--- src/rtl/flash_sample_sequencer_if.sv ---
// Avalon-MM read-only master bundle between the sample sequencer and the flash controller.
interface flash_sample_sequencer_if #(
  parameter int ADDR_W = 23
) ();
  logic              flash_mem_read;
  logic [ADDR_W-1:0] flash_mem_address;
  logic [3:0]        flash_mem_byteenable;
  logic [6:0]        flash_mem_burstcount;
  logic              flash_mem_waitrequest;
  logic [31:0]       flash_mem_readdata;
  logic              flash_mem_readdatavalid;

  modport master (
    output flash_mem_read, flash_mem_address, flash_mem_byteenable, flash_mem_burstcount,
    input  flash_mem_waitrequest, flash_mem_readdata, flash_mem_readdatavalid
  );

  modport slave (
    input  flash_mem_read, flash_mem_address, flash_mem_byteenable, flash_mem_burstcount,
    output flash_mem_waitrequest, flash_mem_readdata, flash_mem_readdatavalid
  );
endinterface

--- src/rtl/flash_sample_sequencer.sv ---
// Reads 32-bit flash words and plays one 8-bit sample per tick, buffering one word (two samples).
// Define FLASH_SEQ_LOOP_EN to wrap at the region boundaries; otherwise playback stops at the end.
module flash_sample_sequencer #(
  parameter int                ADDR_W     = 23,
  parameter logic [ADDR_W-1:0] START_ADDR = 23'h000000,
  parameter logic [ADDR_W-1:0] END_ADDR   = 23'h07FFFF
) (
  input  logic                    clk,
  input  logic                    reset_n,
  input  logic                    sample_tick,
  input  logic                    play,
  input  logic                    reverse,
  input  logic                    restart,
  flash_sample_sequencer_if.master flash,
  output logic [7:0]              audio_data,
  output logic                    sample_valid,
  output logic                    end_reached,
  output logic                    overrun
);

  localparam logic [1:0] S_IDLE = 2'd0;
  localparam logic [1:0] S_REQ  = 2'd1;
  localparam logic [1:0] S_WAIT = 2'd2;
  localparam logic [1:0] S_EMIT = 2'd3;

  logic [1:0]        state_q, state_d;
  logic [ADDR_W-1:0] word_addr_q, word_addr_d;
  logic [ADDR_W-1:0] buf_addr_q, buf_addr_d;
  logic [31:0]       buf_word_q, buf_word_d;
  logic              half_q, half_d;
  logic              dir_q, dir_d;
  logic              buf_valid_q, buf_valid_d;
  logic [7:0]        audio_q, audio_d;
  logic              sv_q, sv_d;
  logic              end_q, end_d;
  logic              ovr_q, ovr_d;

  logic [ADDR_W-1:0] adv_addr;
  logic              adv_half;
  logic              adv_wrap;
  logic              ticks_blocked;
  logic              unused_bytes;

  assign unused_bytes = ^{buf_word_q[23:16], buf_word_q[7:0]};

  // Next (word, half) position in the latched direction, with boundary detection.
  always_comb begin
    adv_addr = word_addr_q;
    adv_half = half_q;
    adv_wrap = 1'b0;
    if (!dir_q) begin
      if (!half_q) begin
        adv_half = 1'b1;
      end else if (word_addr_q == END_ADDR) begin
        adv_wrap = 1'b1;
      end else begin
        adv_addr = word_addr_q + 1'b1;
        adv_half = 1'b0;
      end
    end else begin
      if (half_q) begin
        adv_half = 1'b0;
      end else if (word_addr_q == START_ADDR) begin
        adv_wrap = 1'b1;
      end else begin
        adv_addr = word_addr_q - 1'b1;
        adv_half = 1'b1;
      end
    end
`ifdef FLASH_SEQ_LOOP_EN
    if (adv_wrap) begin
      adv_addr = dir_q ? END_ADDR : START_ADDR;
      adv_half = dir_q;
    end
`endif
  end

`ifdef FLASH_SEQ_LOOP_EN
  assign ticks_blocked = 1'b0;
`else
  assign ticks_blocked = end_q;
`endif

  always_comb begin
    state_d     = state_q;
    word_addr_d = word_addr_q;
    buf_addr_d  = buf_addr_q;
    buf_word_d  = buf_word_q;
    half_d      = half_q;
    dir_d       = dir_q;
    buf_valid_d = buf_valid_q;
    audio_d     = audio_q;
    sv_d        = 1'b0;
    ovr_d       = ovr_q;
`ifdef FLASH_SEQ_LOOP_EN
    end_d       = 1'b0;
`else
    end_d       = end_q;
`endif

    if (sample_tick && (state_q != S_IDLE)) ovr_d = 1'b1;

    case (state_q)
      S_IDLE: begin
        // restart consumes a coincident tick
        if (restart) begin
          word_addr_d = reverse ? END_ADDR : START_ADDR;
          half_d      = reverse;
          buf_valid_d = 1'b0;
          end_d       = 1'b0;
          ovr_d       = 1'b0;
        end else if (sample_tick && play && !ticks_blocked) begin
          dir_d   = reverse;
          state_d = (buf_valid_q && (buf_addr_q == word_addr_q)) ? S_EMIT : S_REQ;
        end
      end
      S_REQ: begin
        if (!flash.flash_mem_waitrequest) state_d = S_WAIT;
      end
      S_WAIT: begin
        if (flash.flash_mem_readdatavalid) begin
          buf_word_d  = flash.flash_mem_readdata;
          buf_addr_d  = word_addr_q;
          buf_valid_d = 1'b1;
          state_d     = S_EMIT;
        end
      end
      S_EMIT: begin
        audio_d     = half_q ? buf_word_q[31:24] : buf_word_q[15:8];
        sv_d        = 1'b1;
        word_addr_d = adv_addr;
        half_d      = adv_half;
        if (adv_wrap) end_d = 1'b1;
        state_d     = S_IDLE;
      end
      default: state_d = S_IDLE;
    endcase
  end

  always_ff @(posedge clk) begin
    if (!reset_n) begin
      state_q     <= S_IDLE;
      word_addr_q <= START_ADDR;
      buf_addr_q  <= START_ADDR;
      buf_word_q  <= '0;
      half_q      <= 1'b0;
      dir_q       <= 1'b0;
      buf_valid_q <= 1'b0;
      audio_q     <= '0;
      sv_q        <= 1'b0;
      end_q       <= 1'b0;
      ovr_q       <= 1'b0;
    end else begin
      state_q     <= state_d;
      word_addr_q <= word_addr_d;
      buf_addr_q  <= buf_addr_d;
      buf_word_q  <= buf_word_d;
      half_q      <= half_d;
      dir_q       <= dir_d;
      buf_valid_q <= buf_valid_d;
      audio_q     <= audio_d;
      sv_q        <= sv_d;
      end_q       <= end_d;
      ovr_q       <= ovr_d;
    end
  end

  assign flash.flash_mem_read       = (state_q == S_REQ);
  assign flash.flash_mem_address    = word_addr_q;
  assign flash.flash_mem_byteenable = 4'hF;
  assign flash.flash_mem_burstcount = 7'd1;

  assign audio_data   = audio_q;
  assign sample_valid = sv_q;
  assign end_reached  = end_q;
  assign overrun      = ovr_q;

endmodule
--- src/flat_wrapper.sv ---
// flat-port wrapper written by rule: the top's interface ports become plain ports
module flash_sample_sequencer_flat 
#(
  parameter int                ADDR_W     = 23,
  parameter logic [ADDR_W-1:0] START_ADDR = 23'h000000,
  parameter logic [ADDR_W-1:0] END_ADDR   = 23'h07FFFF
)
  (clk, reset_n, sample_tick, play, reverse, restart, audio_data, sample_valid, end_reached, overrun, flash_flash_mem_read, flash_flash_mem_address, flash_flash_mem_byteenable, flash_flash_mem_burstcount, flash_flash_mem_waitrequest, flash_flash_mem_readdata, flash_flash_mem_readdatavalid);
  flash_sample_sequencer_if #(.ADDR_W(ADDR_W)) flash_i ();
  input  logic clk;
  input  logic reset_n;
  input  logic sample_tick;
  input  logic play;
  input  logic reverse;
  input  logic restart;
  output logic [7:0] audio_data;
  output logic sample_valid;
  output logic end_reached;
  output logic overrun;
  output wire logic [$bits(flash_i.flash_mem_read)-1:0] flash_flash_mem_read;
  output wire logic [$bits(flash_i.flash_mem_address)-1:0] flash_flash_mem_address;
  output wire logic [$bits(flash_i.flash_mem_byteenable)-1:0] flash_flash_mem_byteenable;
  output wire logic [$bits(flash_i.flash_mem_burstcount)-1:0] flash_flash_mem_burstcount;
  input wire logic [$bits(flash_i.flash_mem_waitrequest)-1:0] flash_flash_mem_waitrequest;
  input wire logic [$bits(flash_i.flash_mem_readdata)-1:0] flash_flash_mem_readdata;
  input wire logic [$bits(flash_i.flash_mem_readdatavalid)-1:0] flash_flash_mem_readdatavalid;
  assign flash_flash_mem_read = flash_i.flash_mem_read;
  assign flash_flash_mem_address = flash_i.flash_mem_address;
  assign flash_flash_mem_byteenable = flash_i.flash_mem_byteenable;
  assign flash_flash_mem_burstcount = flash_i.flash_mem_burstcount;
  assign flash_i.flash_mem_waitrequest = flash_flash_mem_waitrequest;
  assign flash_i.flash_mem_readdata = flash_flash_mem_readdata;
  assign flash_i.flash_mem_readdatavalid = flash_flash_mem_readdatavalid;
  flash_sample_sequencer #(.ADDR_W(ADDR_W), .START_ADDR(START_ADDR), .END_ADDR(END_ADDR)) u_core (.clk(clk), .reset_n(reset_n), .sample_tick(sample_tick), .play(play), .reverse(reverse), .restart(restart), .flash(flash_i), .audio_data(audio_data), .sample_valid(sample_valid), .end_reached(end_reached), .overrun(overrun));
endmodule
--- config.mk ---
export PLATFORM = sky130hd
export DESIGN_NAME = flash_sample_sequencer_flat
export DESIGN_NICKNAME = d
export VERILOG_FILES = /design/src/rtl/flash_sample_sequencer_if.sv /design/src/rtl/flash_sample_sequencer.sv /design/src/flat_wrapper.sv
export SDC_FILE = /design/constraint.sdc
export NUM_CORES = 1
export LEC_CHECK = 0
export CORE_UTILIZATION = 25
export DETAILED_ROUTE_END_ITERATION = 16
export GPL_ROUTABILITY_DRIVEN = 0
export MAX_ROUTING_LAYER = met4
export PLACE_DENSITY = 0.48
export REMOVE_ABC_BUFFERS = 1
export SYNTH_ARGS = -nofsm -noshare
export SYNTH_HDL_FRONTEND = slang
export SYNTH_SLANG_ARGS = --single-unit
--- constraint.sdc ---
create_clock -name clk -period 3.35 [get_ports clk]
set_input_delay 0.67 -clock clk [delete_from_list [all_inputs] [get_ports clk]]
set_output_delay 0.67 -clock clk [all_outputs]
set_load 0.05 [all_outputs]
==> results of run 1 <==
-- path summary, 6_finish.rpt --
check,to,depth (start not counted),startpoint,slack [ns]
hold reg to reg,u_core.buf_word_q[8]$_SDFFE_PN0P_,2,u_core.buf_word_q[8]$_SDFFE_PN0P_,0.45
setup / recovery,u_core.flash.flash_mem_address[22]$_SDFFE_PN0P_,9,u_core.dir_q$_SDFFE_PN0P_,0.50
hold / removal,u_core.buf_word_q[8]$_SDFFE_PN0P_,2,u_core.buf_word_q[8]$_SDFFE_PN0P_,0.45
setup reg to reg,u_core.flash.flash_mem_address[22]$_SDFFE_PN0P_,9,u_core.dir_q$_SDFFE_PN0P_,0.50
-- cells in the mapped netlist (all sizes together) (2+ instances only) --
master / instances / area (sq um)
ha: 25 / 312.8
a221oi: 3 / 26.28
o21bai: 2 / 15.01
o22ai: 5 / 37.53
nand3: 9 / 45.04
a21o: 13 / 97.59
a31oi: 2 / 12.51
o211ai: 3 / 22.52
xnor2: 33 / 289.0
o31ai: 3 / 22.52
and2: 2 / 12.51
or3: 2 / 12.51
or4: 3 / 26.27
inv: 12 / 45.04
o21ai: 26 / 130.1
a21oi: 78 / 394.1
buf: 19 / 128.9
conb: 2 / 7.510
nor2: 43 / 177.7
and3: 3 / 18.77
dfxtp: 78 / 1562
o21a: 6 / 52.55
nor4: 6 / 37.54
nand2: 97 / 364.1
nand4: 11 / 68.82
clkbuf: 17 / 65.06
nand2b: 6 / 37.54
nor2b: 5 / 31.28
nor3: 10 / 55.05
mux2i: 11 / 110.1
xor2: 6 / 52.55
a211oi: 18 / 160.2
-- registers in the layout (all words and copies together) (netlist names) --
name	count
u_core.buf_valid_q	1
u_core.end_reached	1
u_core.sample_valid	1
u_core.audio_data	8
u_core.buf_addr_q	23
u_core.dir_q	1
u_core.half_q	1
u_core.buf_word_q	16
u_core.state_q	2
u_core.flash.flash_mem_address	23
u_core.overrun	1
-- stage by stage --
stage,hold WS [ns],utilization [%],area (sq um),worst slack (ns),instances
3_3_place_gp,0.4416,30.15,5415,0.2809,848
5_1_grt,0.4751,31.63,5682,0.2669,863
4_1_cts,0.4551,31.62,5680,0.2227,863
6_report,0.4531,31.63,5682,0.4972,863
2_1_floorplan,0.4357,-,4418,0.5422,547
3_5_place_dp,0.4463,30.15,5415,0.2552,848
-- area by class of cell --
class                           instances  area, sq um
Clock inverter                          6        40.04
Tap cell                              229        286.5
Sequential cell                        78         1563
Multi-Input combinational cell        457         2811
Fill cell                            1888        12280
Inverter                               12        45.04
Clock buffer                            9        225.2
Timing Repair Buffer                   72        710.7
-- power breakdown --
group	switching [mW]	total (mW)	leakage (nW)	internal (mW)
sequential	0.209	1.28	0.635	1.07
combinational	1.12	1.77	1.41	0.653
clock	0.405	0.900	0.131	0.496
-- critical path, stage by stage (launching register included) --
cell and delay, ns:
sky130_fd_sc_hd__dfxtp_2 0.56, sky130_fd_sc_hd__buf_4 0.29, sky130_fd_sc_hd__ha_1 0.24, sky130_fd_sc_hd__and3_1 0.24
sky130_fd_sc_hd__o21ai_0 0.09, sky130_fd_sc_hd__a221oi_1 0.47, sky130_fd_sc_hd__o21ai_0 0.23, sky130_fd_sc_hd__a211oi_1 0.43
sky130_fd_sc_hd__a21oi_2 0.11, sky130_fd_sc_hd__o22ai_2 0.12
-- per-layer routing --
layer / global-route usage (%) / routed length [um] / vias to the layer above
met5: - / 0 / -
met2: 23.32 / 5893 / 74
li1: - / - / 2122
met4: 5.617 / 297 / 0
met1: 18.68 / 6465 / 1997
met3: 2.907 / 500 / 21
-- cells by family (layout without fill, tap and decap cells) --
kind of cell | Yosys count | count (layout) | synth area share, %
xor gates and xnor gates | 39 | 39 | 7.461
buffers and inverters | 48 | 99 | 5.220
other | 2 | 11 | 0.1640
and+or+nand+nor | 200 | 200 | 19.87
AOI/OAI and AO/OA | 170 | 170 | 23.50
DFF | 78 | 78 | 34.11
muxes | 11 | 11 | 2.405
adders and majority gates | 26 | 26 | 7.270
-- what timing repair did --
action / CTS / global route
hold endpoints to repair: 0 / 0
gates resized for setup: 0 / 1
endpoints found under the setup margin: 0 / 1
hold buffers: 0 / 0
==> metrics.log, run 1 <==
INFO  metric effective_utilization_at_floorplan = 25.49%
INFO  metric design_power_total = 3.951 mW
INFO  metric yosys.cell_types.count = 60
INFO  metric wirelength = 13.16 mm
INFO  metric clk_root_buffer_cell = sky130_fd_sc_hd__clkbuf_16
INFO  metric htree_levels = 3
INFO  metric final_period_utilization = 85.16%
INFO  metric run_status = finished, final reports clean
INFO  metric synth_sequential_area_ratio = 34.11%
INFO  metric ys.warnings.count = 0
INFO  metric hold_class = reg2reg
INFO  metric top_level_ports = 86
INFO  metric powerDensity = 695.4 nW/um^2
INFO  metric drcViolationCount = 0
INFO  metric path_clk_slew = 0.07 ns
INFO  metric period_minus_slack = 2.853 ns
INFO  metric viasPerCell = 4.883
INFO  metric groute.usage.overall = 14.83%
INFO  metric post_cts.repair.setup_buffers = 0
INFO  metric grt_start_max_net_pins = 64
INFO  metric grt_overflow = 0
INFO  metric syn2layout_area_growth = 24.10%
INFO  metric dr_total_vias = 4,214
INFO  metric drtAntennaViolNets = 0
INFO  metric report.final.slew_viol_count = 0
INFO  metric die_height = 137.3 um
INFO  metric numClockSinks = 78
INFO  metric detail_route.iter0.violations = 189
INFO  metric final_nets = 696
INFO  metric postSynth.asyncResetShare = 0%
INFO  metric clock.fmax = 350.5 MHz
INFO  metric die_area = 18,860 sq um
INFO  metric worst_pin_slew = 0.8196 ns
INFO  metric worst_ep_required_time = 3.62 ns
INFO  metric final_layout_size_suffix_gt1_share = 7.098%
INFO  metric top_library_cells_by_usage_in_the_layout_fill_and_taps_aside = sky130_fd_sc_hd__nand2_1 (97), sky130_fd_sc_hd__a21oi_1 (77), sky130_fd_sc_hd__dfxtp_1 (77)
INFO  metric synthFlopType = sky130_fd_sc_hd__dfxtp_1
INFO  metric n_antenna_cell = 0
INFO  metric post_drt_wl_per_cell = 15.24 um
INFO  metric numCtsBuffers = 9
INFO  metric max_cap_viol_count = 0
INFO  metric number_of_global_route_vias_before_repair = 4,030
INFO  metric rsz_0062_raised_after_global_routing = no
INFO  metric fin_hold_viols = 0
INFO  metric timing.clock.skew = 0.009503 ns
INFO  metric peakVddDrop = 0.2427 mV
INFO  metric drt-pass1-iter-count = 5
INFO  metric cp_data_arrival_time = 3.12 ns
INFO  metric static-leakage-power = 2.176 nW
INFO  metric floorplan.rows = 49
INFO  metric initial_antenna_violation_count = 0
INFO  metric syn-instance-count = 574
INFO  metric cts_tree = yes
INFO  metric finalSetupViolCount = 0
INFO  metric detailedPlacementHpwl = 9.328 mm
INFO  metric critPathKind = reg2reg
INFO  metric avgSynthCellArea = 7.976 sq um
INFO  metric worst_skew_pair.late_latency = 0.35 ns
INFO  metric syn-cell-area = 4578 sq um
INFO  metric floorplan.die.width = 137.3 um
INFO  metric cts-root-to-sink-buffers = 2
INFO  metric place.port_buffers = 58
INFO  metric core = 17,960 sq um
INFO  metric path_max_fanout = 16
INFO  metric synth-seq-cells = 78
INFO  metric slew_headroom = 45.23%
INFO  metric timing.setup.tns = 0 ns
INFO  metric worstSetupEndpointType = flip-flop
INFO  metric final_common_cell = sky130_fd_sc_hd__nand2_1
INFO  metric number_of_synthesized_flops_with_an_enable_pin = 0
INFO  metric start_kind = flip-flop
INFO  metric grt_first_pass_wirelength = 20.75 mm
Power figures use the tool's default switching activity.
==> run 2: changes to the inputs <==
- clock period: 3.35 -> 3.7 ns (I/O delays scaled with it)
==> run 2 against run 1 <==
  * Sequential power fell by 7%
  * Critical path depth is 1 higher
  * Worst hold slack is essentially flat
  * Sequential share of layout area rose by 0.069 points
  * Design area shrank 0.33%
  * Flip-flop and latch count unchanged
  * Register-to-register slack got worse by 0.03 ns
  * Critical path type unchanged
==> metrics.log, run 2 (synthesis results as in run 1) <==
INFO  metric hold_class = reg2reg
INFO  metric timing.setup.tns = 0 ns (unchanged)
INFO  metric run_status = finished, final reports clean
INFO  metric post_cts.repair.setup_buffers = 0 (unchanged)
INFO  metric finalSetupViolCount = 0 (unchanged)
INFO  metric number_of_global_route_vias_before_repair = 3,851 (-4.4%)
INFO  metric met3RoutedLength = 511 um (+2.2%)
INFO  metric critPathMaxStageDelay = 0.71 ns (+0.15 ns)
INFO  metric numCtsBuffers = 9 (unchanged)
INFO  metric post_cts_hold_buffer_count = 0 (unchanged)
INFO  metric cts-resized-gates = 0 (unchanged)
INFO  metric floorplan.die.width = 137.3 um (unchanged)
INFO  metric initial_antenna_violation_count = 0 (unchanged)
INFO  metric worst_pin_slew = 0.7894 ns (-0.03021 ns)
INFO  metric drt-pass1-iter-count = 7 (+2)
INFO  metric place.port_buffers = 58 (unchanged)
INFO  metric max_cap_viol_count = 0 (unchanged)
INFO  metric post_drt_wl_per_cell = 14.93 um (-2.0%)
INFO  metric grt_start_max_net_pins = 64 (unchanged)
INFO  metric static-leakage-power = 2.161 nW (-0.67%)
INFO  metric die_height = 137.3 um (unchanged)
INFO  metric n_antenna_cell = 0 (unchanged)
INFO  metric met2_wirelength = 5.977 mm (+1.4%)
INFO  metric m1WireLength = 6.153 mm (-4.8%)
INFO  metric htree_levels = 3 (unchanged)
INFO  metric period_minus_slack = 3.238 ns (+0.3847 ns)
INFO  metric cts_tree = yes
INFO  metric top_level_ports = 86 (unchanged)
INFO  metric timing.clock.skew = 0.007773 ns (-0.001730 ns)
INFO  metric worst_ep_required_time = 3.96 ns (+0.34 ns)
INFO  metric worstSetupEndpointType = flip-flop
INFO  metric critical_path.cell_chain = buf_4 > ha_1 > a21o_1 > a21o_1 > o21ai_0 > a221oi_1 > o21ai_0 > a211oi_1 > a21oi_2 > o22ai_2
INFO  metric core = 17,960 sq um (unchanged)
INFO  metric regToRegEndpoint = u_core.flash.flash_mem_address[22]$_SDFFE_PN0P_
INFO  metric groute.usage.overall = 14.39% (-0.44 points)
INFO  metric crit_family = compound AO/OA/AOI/OAI gates
INFO  metric dp_cells = 841 (-0.83%)
INFO  metric viasPerCell = 4.845 (-0.78%)
INFO  metric path_max_fanout = 15 (-1)
INFO  metric fin_hold_viols = 0 (unchanged)
INFO  metric critPathKind = reg2reg
INFO  metric fin_ws = 0.4625 ns (-0.03473 ns)
INFO  metric numClockSinks = 78 (unchanged)
INFO  metric critical_path_buf_inv_count = 1 (unchanged)
INFO  metric fin_util = 31.52% (-0.10 points)
INFO  metric detailedPlacementHpwl = 8.962 mm (-3.9%)
INFO  metric final_common_cell = sky130_fd_sc_hd__nand2_1
INFO  metric start_kind = flip-flop
INFO  metric slew_headroom = 47.30% (+2.1 points)
INFO  metric layout.cells.non_filler = 857 (-0.70%)
INFO  metric final_nets = 689 (-1.0%)
INFO  metric ff2ff_path_depth = 10 (+1)
INFO  metric clock.fmax = 308.9 MHz (-12%)
INFO  metric holdCritStartpoint = u_core.buf_word_q[26]$_SDFFE_PN0P_
INFO  metric worst_skew_pair.late_latency = 0.34 ns (about the same)
INFO  metric die_area = 18,860 sq um (unchanged)
INFO  metric powerDensity = 653.1 nW/um^2 (-6.1%)
INFO  metric setup.reg_to_reg.worst_slack = 0.46 ns (-0.03 ns)
INFO  metric drtAntennaViolNets = 0 (unchanged)
INFO  metric syn2layout_area_growth = 23.69%
INFO  metric cpMaxStageDelayCell = sky130_fd_sc_hd__dfxtp_1
INFO  metric clk_root_buffer_cell = sky130_fd_sc_hd__clkbuf_16
INFO  metric top_metal_layer_carrying_routed_signals = met4
INFO  metric drcViolationCount = 0 (unchanged)
INFO  metric detail_route.iter0.violations = 208 (+10%)
INFO  metric rsz_0062_raised_after_global_routing = no
INFO  metric peakVddDrop = 0.2208 mV (-9.0%)
INFO  metric path_clk_slew = 0.06 ns (about the same)
INFO  metric wirelength = 12.80 mm (-2.7%)
INFO  metric top_library_cells_by_usage_in_the_layout_fill_and_taps_aside = sky130_fd_sc_hd__nand2_1 (97), sky130_fd_sc_hd__dfxtp_1 (78), sky130_fd_sc_hd__a21oi_1 (77)
INFO  metric final_period_utilization = 87.50% (+2.3 points)
INFO  metric hold-path-cell-count = 2 (unchanged)
INFO  metric cp_data_arrival_time = 3.50 ns (+0.38 ns)
INFO  metric floorplan.rows = 49 (unchanged)
INFO  metric report.final.slew_viol_count = 0 (unchanged)
INFO  metric grt_overflow = 0 (unchanged)
INFO  metric placement.setup.worst_slack = 0.5485 ns (+0.2933 ns)
INFO  metric cts-root-to-sink-buffers = 2 (unchanged)
INFO  metric reg2reg_from = u_core.dir_q$_SDFFE_PN0P_
INFO  metric worst_hold_path.endpoint = u_core.buf_word_q[26]$_SDFFE_PN0P_
INFO  metric effective_utilization_at_floorplan = 25.49% (unchanged)
INFO  metric dr_total_vias = 4,152 (-1.5%)
INFO  metric finalHoldWorstSlack = 0.4535 ns (+0.0003870 ns)
INFO  metric grt_first_pass_wirelength = 20.02 mm (-3.5%)
INFO  metric final_layout_size_suffix_gt1_share = 5.892% (-1.2 points)
==> run 2: changes by cell type in the layout (fill, tap and decap cells not counted), sizes merged <==
cell      previous run  this run
clkinvlp             1         0
buf                 14         7
clkinv               5         3
bufinv               0         2
clkbuf               9        11
==> run 2: worst max path at each step <==
stage | from | to | slack, ns | depth (start not counted)
2_1_floorplan | u_core.dir_q$_SDFFE_PN0P_ | u_core.flash.flash_mem_address[22]$_SDFFE_PN0P_ | 0.89 | 9
3_3_place_gp | u_core.dir_q$_SDFFE_PN0P_ | u_core.flash.flash_mem_address[22]$_SDFFE_PN0P_ | 0.64 | 10
3_5_place_dp | u_core.dir_q$_SDFFE_PN0P_ | u_core.flash.flash_mem_address[22]$_SDFFE_PN0P_ | 0.55 | 10
4_1_cts | u_core.dir_q$_SDFFE_PN0P_ | u_core.flash.flash_mem_address[22]$_SDFFE_PN0P_ | 0.52 | 10
5_1_grt | u_core.dir_q$_SDFFE_PN0P_ | u_core.flash.flash_mem_address[22]$_SDFFE_PN0P_ | 0.22 | 10
6_report | u_core.dir_q$_SDFFE_PN0P_ | u_core.flash.flash_mem_address[22]$_SDFFE_PN0P_ | 0.46 | 10
==> run 2: area by class of cell <==
class,instances,area (sq um)
fillers,1909,12300
multi-input cells,457,2811
flip-flops and latches,78,1562
repair buffers,65,633.1
well taps,229,286.5
clock buffers,11,242.7
clock inverters,5,82.58
inverters,12,45.04
==> run 2: stage by stage <==
stage               area, sq um  power (mW)
CTS                        5663       3.743
finish                     5663       3.699
detailed placement         5338       2.746
global placement           5338       2.724
global route               5663       3.941
floorplan                  4418       2.243
==> run 2: report_power, final <==
part,internal (mW),switching [mW]
sequential,0.967,0.220
combinational,0.563,0.968
clock,0.611,0.371
==> run 2: worst register-to-register path, stage by stage (launching register included) <==
cell                       delay (ns)
sky130_fd_sc_hd__dfxtp_1         0.71
sky130_fd_sc_hd__buf_4           0.34
sky130_fd_sc_hd__ha_1            0.26
sky130_fd_sc_hd__a21o_1          0.16
sky130_fd_sc_hd__a21o_1          0.18
sky130_fd_sc_hd__o21ai_0         0.11
sky130_fd_sc_hd__a221oi_1        0.49
sky130_fd_sc_hd__o21ai_0         0.24
sky130_fd_sc_hd__a211oi_1        0.44
sky130_fd_sc_hd__a21oi_2         0.12
sky130_fd_sc_hd__o22ai_2         0.12
==> run 2: routing by layer <==
metal,vias up,track usage (%)
met5,-,-
met4,0,5.311
met3,12,2.171
met2,88,22.11
met1,1941,18.99
li1,2111,-
==> run 3: changes to the inputs <==
- GPL_ROUTABILITY_DRIVEN: 0 -> 1
- SETUP_SLACK_MARGIN: unset -> 0.4
==> run 3 against run 2 <==
  * Combinational power hardly changed
  * Wire length stayed put
  * Power hardly changed
  * Worst hold slack stayed put
  * Non-clock buffer count stayed put
  * Utilization hardly changed
  * Critical path depth stayed put
  * Design area hardly changed
  * First-iteration DRC count stayed put
  * Clock skew stayed put
  * Die area stayed put
  * Largest cell class unchanged
==> metrics.log, run 3 (synthesis results as in run 1) <==
INFO  metric clk_root_buffer_cell = sky130_fd_sc_hd__clkbuf_16
INFO  metric seq_area = 1563 sq um (about the same)
INFO  metric final_common_cell = sky130_fd_sc_hd__nand2_1
INFO  metric m1WireLength = 6.153 mm (unchanged)
INFO  metric dp_cells = 841 (unchanged)
INFO  metric drcViolationCount = 0 (unchanged)
INFO  metric final_layout_size_suffix_gt1_share = 6.051% (+0.16 points)
INFO  metric rsz_0062_raised_after_global_routing = no
INFO  metric cpMaxStageDelayCell = sky130_fd_sc_hd__dfxtp_2
INFO  metric detail_route.iter0.violations = 208 (unchanged)
INFO  metric finalHoldWorstSlack = 0.4535 ns (unchanged)
INFO  metric fin_hold_viols = 0 (unchanged)
INFO  metric place.port_buffers = 58 (unchanged)
INFO  metric start_kind = flip-flop
INFO  metric floorplan.rows = 49 (unchanged)
INFO  metric peakVddDrop = 0.2208 mV (about the same)
INFO  metric post_cts.repair.setup_buffers = 0 (unchanged)
INFO  metric timing.clock.skew = 0.007773 ns (unchanged)
INFO  metric multi_input_comb_area = 2811 sq um (unchanged)
INFO  metric post_cts_hold_buffer_count = 0 (unchanged)
INFO  metric grt_first_pass_wirelength = 20.02 mm (unchanged)
INFO  metric core = 17,960 sq um (unchanged)
INFO  metric htree_levels = 3 (unchanged)
INFO  metric finalWeightedCongestion = 0.7913
INFO  metric drtAntennaViolNets = 0 (unchanged)
INFO  metric cp_data_arrival_time = 3.27 ns (-0.23 ns)
INFO  metric path_max_fanout = 15 (unchanged)
INFO  metric effective_utilization_at_floorplan = 25.49% (unchanged)
INFO  metric final_period_utilization = 81.29% (-6.2 points)
INFO  metric detailedPlacementHpwl = 8.962 mm (unchanged)
INFO  metric critPathMaxStageDelay = 0.53 ns (-0.18 ns)
INFO  metric drt-pass1-iter-count = 7 (unchanged)
INFO  metric worst_pin_slew = 0.7894 ns (unchanged)
INFO  metric report.final.slew_viol_count = 0 (unchanged)
INFO  metric floorplan.die.width = 137.3 um (unchanged)
INFO  metric cts-root-to-sink-buffers = 2 (unchanged)
INFO  metric postLayoutCellArea = 5664 sq um (about the same)
INFO  metric n_antenna_cell = 0 (unchanged)
INFO  metric path_clk_slew = 0.06 ns (about the same)
INFO  metric met3RoutedLength = 511 um (unchanged)
INFO  metric top_library_cells_by_usage_in_the_layout_fill_and_taps_aside = sky130_fd_sc_hd__nand2_1 (97), sky130_fd_sc_hd__a21oi_1 (77), sky130_fd_sc_hd__dfxtp_1 (77)
INFO  metric layout.filler_cells = 1,909 (unchanged)
INFO  metric grt_start_max_net_pins = 64 (unchanged)
INFO  metric worst_ep_required_time = 3.96 ns (about the same)
INFO  metric placement.setup.worst_slack = 0.5485 ns (unchanged)
INFO  metric fin_ws = 0.6922 ns (+0.2297 ns)
INFO  metric critPathKind = reg2reg
INFO  metric top_level_ports = 86 (unchanged)
INFO  metric powerDensity = 653.0 nW/um^2 (about the same)
INFO  metric max_cap_viol_count = 0 (unchanged)
INFO  metric layout.cells.non_filler = 857 (unchanged)
INFO  metric initial_antenna_violation_count = 0 (unchanged)
INFO  metric viasPerCell = 4.845 (unchanged)
INFO  metric die_area = 18,860 sq um (unchanged)
INFO  metric number_of_global_route_vias_before_repair = 3,851 (unchanged)
INFO  metric dr_total_vias = 4,152 (unchanged)
INFO  metric numCtsBuffers = 9 (unchanged)
INFO  metric static-leakage-power = 2.162 nW (about the same)
INFO  metric numClockSinks = 78 (unchanged)
INFO  metric hold_class = reg2reg
INFO  metric syn2layout_area_growth = 23.72% (about the same)
INFO  metric worstSetupEndpointType = flip-flop
INFO  metric cts-resized-gates = 0 (unchanged)
INFO  metric timing.setup.tns = 0 ns (unchanged)
INFO  metric finalSetupViolCount = 0 (unchanged)
INFO  metric clock.fmax = 332.5 MHz (+7.6%)
INFO  metric groute.usage.overall = 14.39% (unchanged)
INFO  metric cts_tree = yes
INFO  metric worst_skew_pair.late_latency = 0.34 ns (about the same)
INFO  metric final_nets = 689 (unchanged)
INFO  metric met2_wirelength = 5.977 mm (unchanged)
INFO  metric setup.reg_to_reg.worst_slack = 0.69 ns (+0.23 ns)
INFO  metric die_height = 137.3 um (unchanged)
INFO  metric placedInstanceArea = 5338 sq um (unchanged)
INFO  metric post_drt_wl_per_cell = 14.93 um (unchanged)
INFO  metric top_metal_layer_carrying_routed_signals = met4
INFO  metric slew_headroom = 47.30% (unchanged)
INFO  metric wirelength = 12.80 mm (unchanged)
INFO  metric period_minus_slack = 3.008 ns (-0.2297 ns)
INFO  metric critical_path.cell_chain = buf_4 > ha_1 > a21o_1 > a21o_1 > o21ai_0 > a221oi_1 > o21ai_0 > a211oi_1 > a21oi_2 > o22ai_2
INFO  metric run_status = finished, final reports clean
INFO  metric grt_overflow = 0 (unchanged)
==> run 3: metal layers <==
layer  track usage [%]  vias up
li1                  -     2111
met1             18.99     1941
met2             22.11       88
met3             2.171       12
met4             5.311        0
met5                 -        -
==> run 3: worst max-delay path: cells and delay by family, from the launching register on <==
family	cells	cell delay [ns]
buffers and inverters	1	0.29
adder cells (fa/ha/maj)	1	0.26
flip-flops	1	0.53
AO/OA/AOI/OAI	8	1.86
==> run 3: layout make-up <==
type | instances | share of cell area (%)
Clock inverter | 5 | 1.458
Inverter | 12 | 0.7952
Multi-Input combinational cell | 457 | 49.64
Sequential cell | 78 | 27.59
Timing Repair Buffer | 65 | 11.18
Tap cell | 229 | 5.059
Clock buffer | 11 | 4.285
==> run 3: worst paths after layout <==
check | depth (start not counted) | to | from
max | 10 | u_core.flash.flash_mem_address[22]$_SDFFE_PN0P_ | u_core.dir_q$_SDFFE_PN0P_
max reg2reg | 10 | u_core.flash.flash_mem_address[22]$_SDFFE_PN0P_ | u_core.dir_q$_SDFFE_PN0P_
min | 2 | u_core.buf_word_q[26]$_SDFFE_PN0P_ | u_core.buf_word_q[26]$_SDFFE_PN0P_
min reg2reg | 2 | u_core.buf_word_q[26]$_SDFFE_PN0P_ | u_core.buf_word_q[26]$_SDFFE_PN0P_
==> run 3: report_power, final <==
part	total, mW	switching (mW)	internal, mW
Combinational	1.53	0.968	0.563
Clock	0.982	0.371	0.611
Sequential	1.19	0.220	0.967
==> run 3: through the flow <==
stage	power (mW)	util [%]
floorplan	2.243	-
global placement	2.724	29.71
detailed placement	2.746	29.71
CTS	3.743	31.52
global route	3.941	31.53
finish	3.699	31.53
